$ cat src/rtl/fetch_seq_pkg.sv
// rtl/fetch_seq_pkg.sv - shared types, widths and helpers for the fetch sequencer
package fetch_seq_pkg;

  localparam int PC_W    = 30;
  localparam int INSTR_W = 32;
  localparam int IMM_W   = 16;
  localparam int JADDR_W = 26;

  typedef enum logic [1:0] {
    FETCH = 2'd0,
    ISSUE = 2'd1,
    HALT  = 2'd2
  } fetch_state_t;

  function automatic logic [PC_W-1:0] sext_imm(input logic [IMM_W-1:0] imm);
    return {{(PC_W-IMM_W){imm[IMM_W-1]}}, imm};
  endfunction

endpackage

$ cat src/rtl/fetch_sequencer_if.sv
// rtl/fetch_sequencer_if.sv - instruction memory and decode handshake bundle
interface fetch_sequencer_if;
  import fetch_seq_pkg::*;

  logic               imemReq;
  logic [31:0]        imemAddr;
  logic               imemAck;
  logic [INSTR_W-1:0] imemData;
  logic [INSTR_W-1:0] instr;
  logic               instrValid;
  logic               instrReady;
  logic               branch;
  logic               jump;
  logic               jumpR;
  logic               zero;
  logic [31:0]        Da;

  modport master (
    output imemReq, imemAddr, instr, instrValid,
    input  imemAck, imemData, instrReady, branch, jump, jumpR, zero, Da
  );

  modport slave (
    input  imemReq, imemAddr, instr, instrValid,
    output imemAck, imemData, instrReady, branch, jump, jumpR, zero, Da
  );

endinterface

$ cat src/rtl/next_pc_calc.sv
// rtl/next_pc_calc.sv - combinational next word PC: jumpR > jump > taken branch > sequential
module next_pc_calc
  import fetch_seq_pkg::*;
(
  input  logic [PC_W-1:0]    pc,
  input  logic [JADDR_W-1:0] jaddr,
  input  logic [PC_W-1:0]    da_word,
  input  logic               branch,
  input  logic               jump,
  input  logic               jumpR,
  input  logic               zero,
  output logic [PC_W-1:0]    next_pc
);

  logic [PC_W-1:0] seq_pc;

  // All arithmetic is 30-bit, so wrap past the top of the address space is silent
  assign seq_pc = pc + PC_W'(1);

  always_comb begin
    next_pc = seq_pc;
    if (jumpR) begin
      next_pc = da_word;
    end else if (jump) begin
      next_pc = {pc[PC_W-1:JADDR_W], jaddr};
    end else if (branch && !zero) begin
      next_pc = seq_pc + sext_imm(jaddr[IMM_W-1:0]);
    end
  end

endmodule

$ cat src/rtl/fetch_sequencer.sv
// rtl/fetch_sequencer.sv - multi-cycle fetch FSM; FETCH_TIMEOUT_EN adds a memory-wait watchdog
module fetch_sequencer
  import fetch_seq_pkg::*;
#(
  parameter logic [PC_W-1:0] RESET_PC       = 30'h0000_0000,
  parameter int              TIMEOUT_CYCLES = 16
) (
  input  logic            clk,
  input  logic            reset,
  fetch_sequencer_if.master bus,
  output logic [PC_W-1:0] pc,
  output logic            fault
);

  fetch_state_t       state, state_nxt;
  logic [INSTR_W-1:0] instr_q;
  logic [PC_W-1:0]    next_pc;
  logic               timeout;

  next_pc_calc u_next_pc (
    .pc      (pc),
    .jaddr   (instr_q[JADDR_W-1:0]),
    .da_word (bus.Da[31:2]),
    .branch  (bus.branch),
    .jump    (bus.jump),
    .jumpR   (bus.jumpR),
    .zero    (bus.zero),
    .next_pc (next_pc)
  );

`ifdef FETCH_TIMEOUT_EN
  localparam int CNT_W = $clog2(TIMEOUT_CYCLES + 1);
  localparam logic [CNT_W-1:0] CNT_LAST = CNT_W'(TIMEOUT_CYCLES - 1);

  logic [CNT_W-1:0] wait_cnt;

  // Counter sits at zero outside FETCH, so every entry into FETCH starts from zero
  always_ff @(posedge clk) begin
    if (reset || state != FETCH || bus.imemAck) begin
      wait_cnt <= '0;
    end else if (!timeout) begin
      wait_cnt <= wait_cnt + CNT_W'(1);
    end
  end

  assign timeout = (state == FETCH) && !bus.imemAck && (wait_cnt >= CNT_LAST);
  assign fault   = (state == HALT);
`else
  assign timeout = 1'b0;
  assign fault   = 1'b0;
`endif

  always_ff @(posedge clk) begin
    if (reset) begin
      state   <= FETCH;
      pc      <= RESET_PC;
      instr_q <= '0;
    end else begin
      state <= state_nxt;
      if (state == FETCH && bus.imemAck) begin
        instr_q <= bus.imemData;
      end
      if (state == ISSUE && bus.instrReady) begin
        pc <= next_pc;
      end
    end
  end

  always_comb begin
    state_nxt = state;
    case (state)
      FETCH: begin
        if (bus.imemAck) begin
          state_nxt = ISSUE;
        end else if (timeout) begin
          state_nxt = HALT;
        end
      end
      ISSUE: begin
        if (bus.instrReady) begin
          state_nxt = FETCH;
        end
      end
      HALT:    state_nxt = HALT;
      default: state_nxt = FETCH;
    endcase
  end

  // Handshake outputs decode the state register only; no input reaches them combinationally
  assign bus.imemReq    = (state == FETCH);
  assign bus.imemAddr   = {pc, 2'b00};
  assign bus.instr      = instr_q;
  assign bus.instrValid = (state == ISSUE);

endmodule
$ cat src/flat_wrapper.sv
// flat-port wrapper written by rule: the top's interface ports become plain ports
module fetch_sequencer_flat import fetch_seq_pkg::*;
#(
  parameter logic [PC_W-1:0] RESET_PC       = 30'h0000_0000,
  parameter int              TIMEOUT_CYCLES = 16
)
  (clk, reset, pc, fault, bus_imemReq, bus_imemAddr, bus_instr, bus_instrValid, bus_imemAck, bus_imemData, bus_instrReady, bus_branch, bus_jump, bus_jumpR, bus_zero, bus_Da);
  fetch_sequencer_if bus_i ();
  input  logic clk;
  input  logic reset;
  output logic [PC_W-1:0] pc;
  output logic fault;
  output wire logic [$bits(bus_i.imemReq)-1:0] bus_imemReq;
  output wire logic [$bits(bus_i.imemAddr)-1:0] bus_imemAddr;
  output wire logic [$bits(bus_i.instr)-1:0] bus_instr;
  output wire logic [$bits(bus_i.instrValid)-1:0] bus_instrValid;
  input wire logic [$bits(bus_i.imemAck)-1:0] bus_imemAck;
  input wire logic [$bits(bus_i.imemData)-1:0] bus_imemData;
  input wire logic [$bits(bus_i.instrReady)-1:0] bus_instrReady;
  input wire logic [$bits(bus_i.branch)-1:0] bus_branch;
  input wire logic [$bits(bus_i.jump)-1:0] bus_jump;
  input wire logic [$bits(bus_i.jumpR)-1:0] bus_jumpR;
  input wire logic [$bits(bus_i.zero)-1:0] bus_zero;
  input wire logic [$bits(bus_i.Da)-1:0] bus_Da;
  assign bus_imemReq = bus_i.imemReq;
  assign bus_imemAddr = bus_i.imemAddr;
  assign bus_instr = bus_i.instr;
  assign bus_instrValid = bus_i.instrValid;
  assign bus_i.imemAck = bus_imemAck;
  assign bus_i.imemData = bus_imemData;
  assign bus_i.instrReady = bus_instrReady;
  assign bus_i.branch = bus_branch;
  assign bus_i.jump = bus_jump;
  assign bus_i.jumpR = bus_jumpR;
  assign bus_i.zero = bus_zero;
  assign bus_i.Da = bus_Da;
  fetch_sequencer #(.RESET_PC(RESET_PC), .TIMEOUT_CYCLES(TIMEOUT_CYCLES)) u_core (.clk(clk), .reset(reset), .bus(bus_i), .pc(pc), .fault(fault));
endmodule
$ cat config.mk
export PLATFORM = sky130hd
export DESIGN_NAME = fetch_sequencer_flat
export DESIGN_NICKNAME = d
export VERILOG_FILES = /design/src/rtl/fetch_seq_pkg.sv /design/src/rtl/fetch_sequencer_if.sv /design/src/rtl/next_pc_calc.sv /design/src/rtl/fetch_sequencer.sv /design/src/flat_wrapper.sv
export SDC_FILE = /design/constraint.sdc
export NUM_CORES = 1
export LEC_CHECK = 0
export ABC_AREA = 1
export BUFFER_PORTS_ARGS = -buffer_cell sky130_fd_sc_hd__buf_2
export CAP_MARGIN = 20
export CORE_MARGIN = 4
export CORE_UTILIZATION = 56
export DETAILED_ROUTE_END_ITERATION = 6
export GPL_ROUTABILITY_DRIVEN = 1
export PLACE_DENSITY = 0.91
export SLEW_MARGIN = 30
export SYNTH_ARGS = -nofsm -noshare
export SYNTH_HDL_FRONTEND = slang
export SYNTH_SLANG_ARGS = --single-unit
$ cat constraint.sdc
create_clock -name clk -period 5.23 [get_ports clk]
set_input_delay 0.7845 -clock clk [delete_from_list [all_inputs] [get_ports clk]]
set_output_delay 0.7845 -clock clk [all_outputs]
set_load 0.02 [all_outputs]
[Word-level counts from Yosys, hierarchy flattened]
Cells that the tools add are included.
Word-level totals
  register bits after elaboration: 64
  output and inout bits: 97
  logic and storage cells: 24
  input bits: 72
Operators by class
  equal/unequal tests: 5
  multiplexer cells: 6
  reduce and logical (&&, ||, !) cells: 7
  add/subtract/negate cells: 2
Operators by type and width (count)
  30-bit 2-to-1 mux: 3
  30-bit by 1-bit adder with 30-bit output, second input constant: 1
  30-bit adder: 1
  2-bit by 1-bit inequality test with 1-bit output, second input constant: 3
  2-bit case mux with 3 select lines: 1
  2-bit 2-to-1 mux: 2
  2-bit AND reduction: 2
  1-bit logical AND: 3
  2-bit by 1-bit == test with 1-bit output, second input constant: 1
  2-bit == test, second input constant: 1
  2-bit zero test: 1
  1-bit zero test: 1

[Depth between registers and ports, before layout]
  depth after elaboration: 5
  mapped depth: 23
  gate-level depth less buffers: 23

[Hierarchy]
From an unflattened synthesis, not the netlist that was laid out.
Second synthesis, totals
  cells, all modules: 1246
  area, all modules: 6879.1 um2
Modules (own cells, without submodules)
  next_pc_calc: cells each 801, instances 1, area each 3923.8 um2, sequential area each 0.0 um2
  fetch_sequencer: cells each 445, instances 1, area each 2955.3 um2, sequential area each 1281.2 um2

[Worst setup path after synthesis]
OpenSTA, ideal clock, no wires.
  path kind: register -> register
  from: register u_core.pc[0]
  to: register u_core.pc[17]
  path slack: 2.439 ns
  path buffers: 0
  clock period less this slack: 2.791 ns
  cell stages (with the launch flop): 20
  data required time: 5.102 ns
  arrival time: 2.662 ns
  library setup time: 0.128 ns
  path through: dfxtp_1 -> ha_1 -> inv_1 -> nor2_4 -> nand2_1 -> nor2_1 -> xnor2_1 -> inv_1 -> ha_1 -> nand2_1 -> nor2_1 -> inv_1 -> nor3_1 -> nand2_1 -> nand2_1 -> nand2_1 -> nand3_1 -> nand3_1 -> nand2_1 -> a21oi_1
Between the ends
  cells in the longest elaborated chain, start to end: 5
Ends and longest elaborated chain
  from (decl): RTL line fetch_sequencer.sv:11  | output logic [PC_W-1:0] pc,
  from (signal assigned): RTL line fetch_sequencer.sv:64  | pc <= next_pc;
  30-bit by 1-bit adder with 30-bit output (*): RTL line next_pc_calc.sv:18  | assign seq_pc = pc + PC_W'(1);
  30-bit adder: RTL line next_pc_calc.sv:27  | next_pc = seq_pc + sext_imm(jaddr[IMM_W-1:0]);
  30-bit 2-to-1 mux (*): RTL line next_pc_calc.sv:26  | end else if (branch && !zero) begin
  30-bit 2-to-1 mux (*): RTL line next_pc_calc.sv:24  | end else if (jump) begin
  30-bit 2-to-1 mux (*): RTL line next_pc_calc.sv:22  | if (jumpR) begin
Mark *: on every way between the ends. The rest lies on a longest branch, timed or not. The select of a mux whose other input is x is not followed.
A chain may end at the register's enable or synchronous reset.

[Worst setup path after layout]
Same ends and word-level chain as after synthesis.

==> results.tsv <==
metric	value	unit
slew_headroom	0.388	
row_count	38	
path_class	reg -> reg	
swShare	0.342	
leakagePower	0.00411	uW
die_x	115	microns
first_global_vias	7097	
hold_depth	2	
fin_crit_sh	0.672	
ctsHtreeMaxLevel	3	
synth.area.top_cells	dfxtp_1 20%, nand2_1 19%, inv_1 9.7%	
path_cells	ha_1, inv_1, nor2_4, nand2_1, nor2_1, xnor2_1, inv_1, ha_1, nand2_1, nor2_1, inv_1, nor3_1, nand2_1, nand2_1, nand2_1, nand3_1, nand3_1, nand2_1, a21oi_1	
seqPwrFrac	0.329	
fp.dieH	115	microns
cp-end-kind	register	
startpoint_type	register	
finalSetupTns	0	ns
nNetsFinal	1348	
fin_skew	0.00678	ns
layout-drive-gt1-share	0.179	
vias	7658	
internal_power	1160	uW
reg2reg_slack	1.72	ns
grt_max_degree	37	
hp-start	u_core.bus.instr[28]	
synth_cells	1119	
utilization	0.674	
drtIter0Drc	734	
rsz0062_at_grt	false	
root_buffer	clkbuf_16	
synth_edf_count	0	
top_level_ports	169	
synth_ff_type	dfxtp_1	
grtUsageTotal	0.342	
min_to	u_core.bus.instr[28]	
clock-sinks	64	
antenna_found_initial	0	
antenna-diode-count	0	
cts_hold_buf	0	
via_per_inst	5.54	
cp_top_family	simple AND/OR/NAND/NOR gates	
critPathMaxFanout	10	
worst_slew_pin_slew	0.917	ns
core-area	11000	sq um
cts.clk_slew.worst_paths	0.06	ns
cap_violations	0	
io_buffers	163	
ys_types	42	
cts_tree	yes	
grt_pass1_wl	35.7	mm
p_per_area	237	nW/um^2
grt_overflow	0	
p_switching	602	uW
syn_area	6410	sq um
final_common_cell	nand2_1	
crit_required	5.44	ns
clk_latency	0.34	ns
p_comb_frac	0.259	
area_growth	16.1	%
gp_congestion	1.01	
critPathMostFrequentCell	nand2_1	
cts_buffers	9	
wirelength	22.8	mm
ys_seq_area_frac	0.200	
outcome	finished, final reports clean	
layout_common_cells	320 x nand2_1, 165 x inv_1, 163 x buf_2, 147 x nor2_1, 69 x nand3_1	
reg2regPathDepth	19	
drv_slew	0	
ys.warnings.count	0	
ctsResizeCount	0	
fmax	285	MHz
r2r_start	u_core.pc[0]	
firstDrtPassIters	5	
fin_crit	3.51	ns
hold_path_class	reg -> reg	
setup_viol	0	
drtAntennaViolNets	0	
r2r_end	u_core.pc[17]	
synth-seq-cells	64	
clock_path_buffers	2	
die-area	13200	sq um
crit_slowest_cell	dfxtp_1	
cp_num_buf_inv	3	
vdd_ir_drop_max	0.000294	V
synth_top_area_cell	dfxtp_1	
initial_core_util	0.581	
syn-mean-instance-area	5.73	sq um
fill_cells	1038	
synth_top_area_share	0.200	
dpl.hpwl	17.7	mm
drc	0	
hold_viol_final	0	
drt-wirelength-per-cell	16.5	microns
max_stage_delay	0.58	ns
cts_setup_buffers	0	
power_frac_clock	0.412	
async_flop_share	0	
crit_arrival	3.72	ns
-- power by group through the flow --
stage	sequential [uW]	clock [uW]	combinational, uW
2_1_floorplan	613	0	275
3_3_place_gp	587	0	437
3_5_place_dp	588	0	447
4_1_cts	578	722	451
5_1_grt	584	745	505
6_report	580	726	456
-- synth_stat cells, types with 13 or more instances --
master	n
a21oi_1	66
inv_1	166
nor2_1	148
ha_1	37
o22ai_1	13
nand2_1	320
clkbuf_1	25
nand4_1	15
buf_4	33
o21ai_0	66
dfxtp_1	64
nand3_1	69
-- state kept, by name, indices dropped and copies added (netlist names) --
register / cells
u_core.pc: 30
u_core.bus.instr: 32
u_core.state: 2
-- how the worst max path moves through the flow --
stage	startpoint	cells after the start	slack [ns]	end
5_1_grt	u_core.pc[0]	18	1.49	u_core.pc[17]
2_1_floorplan	u_core.pc[0]	19	2.44	u_core.pc[17]
3_5_place_dp	u_core.pc[0]	17	1.80	u_core.pc[16]
3_3_place_gp	u_core.pc[0]	19	1.87	u_core.pc[17]
4_1_cts	u_core.pc[0]	17	1.76	u_core.pc[16]
6_report	u_core.pc[0]	19	1.72	u_core.pc[17]
-- worst register-to-register path: cells and delay by family, from the launching register on --
| kind | cells | cell delay, ns |
|---|---|---|
| XOR/XNOR | 1 | 0.17 |
| AO/OA/AOI/OAI | 1 | 0.05 |
| flip-flops | 1 | 0.58 |
| buffers and inverters | 3 | 0.27 |
| AND/OR/NAND/NOR | 12 | 1.66 |
| adder cells (fa/ha/maj) | 2 | 0.65 |
-- routing by layer --
metal	wire length, microns	GRT usage	vias up
met5	0	0	-
li1	-	-	3766
met3	2430	0.0726	63
met2	10100	0.538	452
met4	1000	0.155	0
met1	9260	0.451	3377
-- final cells by class --
| type | count | area, sq um | share of cell area |
|---|---|---|---|
| inverters | 169 | 634 | 0.0853 |
| well taps | 140 | 175 | 0.0235 |
| repair buffers | 168 | 853 | 0.115 |
| multi-input cells | 826 | 4140 | 0.557 |
| flip-flops and latches | 64 | 1280 | 0.172 |
| clock buffers | 10 | 239 | 0.0321 |
| clock inverters | 6 | 115 | 0.0155 |
-- through the flow --
stage,instance area (sq um),setup slack [ns],hold WS [ns],power (uW),std cells
4_1_cts,7440,1.76,0.469,1750,1383
3_3_place_gp,7080,1.87,0.441,1020,1367
3_5_place_dp,7080,1.80,0.465,1030,1367
5_1_grt,7440,1.49,0.498,1830,1383
2_1_floorplan,6410,2.44,0.430,888,1121
6_report,7440,1.72,0.477,1760,1383
-- kinds of logic (layout without fill, tap and decap cells) --
group / count (synthesis) / count (layout) / synth area share
and+or+nand+nor: 588 / 588 / 0.385
buffers and inverters: 231 / 353 / 0.155
AOI/OAI and AO/OA: 177 / 177 / 0.155
DFF: 64 / 64 / 0.200
adders and majority gates: 38 / 38 / 0.0754
xor gates and xnor gates: 20 / 20 / 0.0285
other: 1 / 3 / 0.000585
Power figures use the tool's default switching activity.
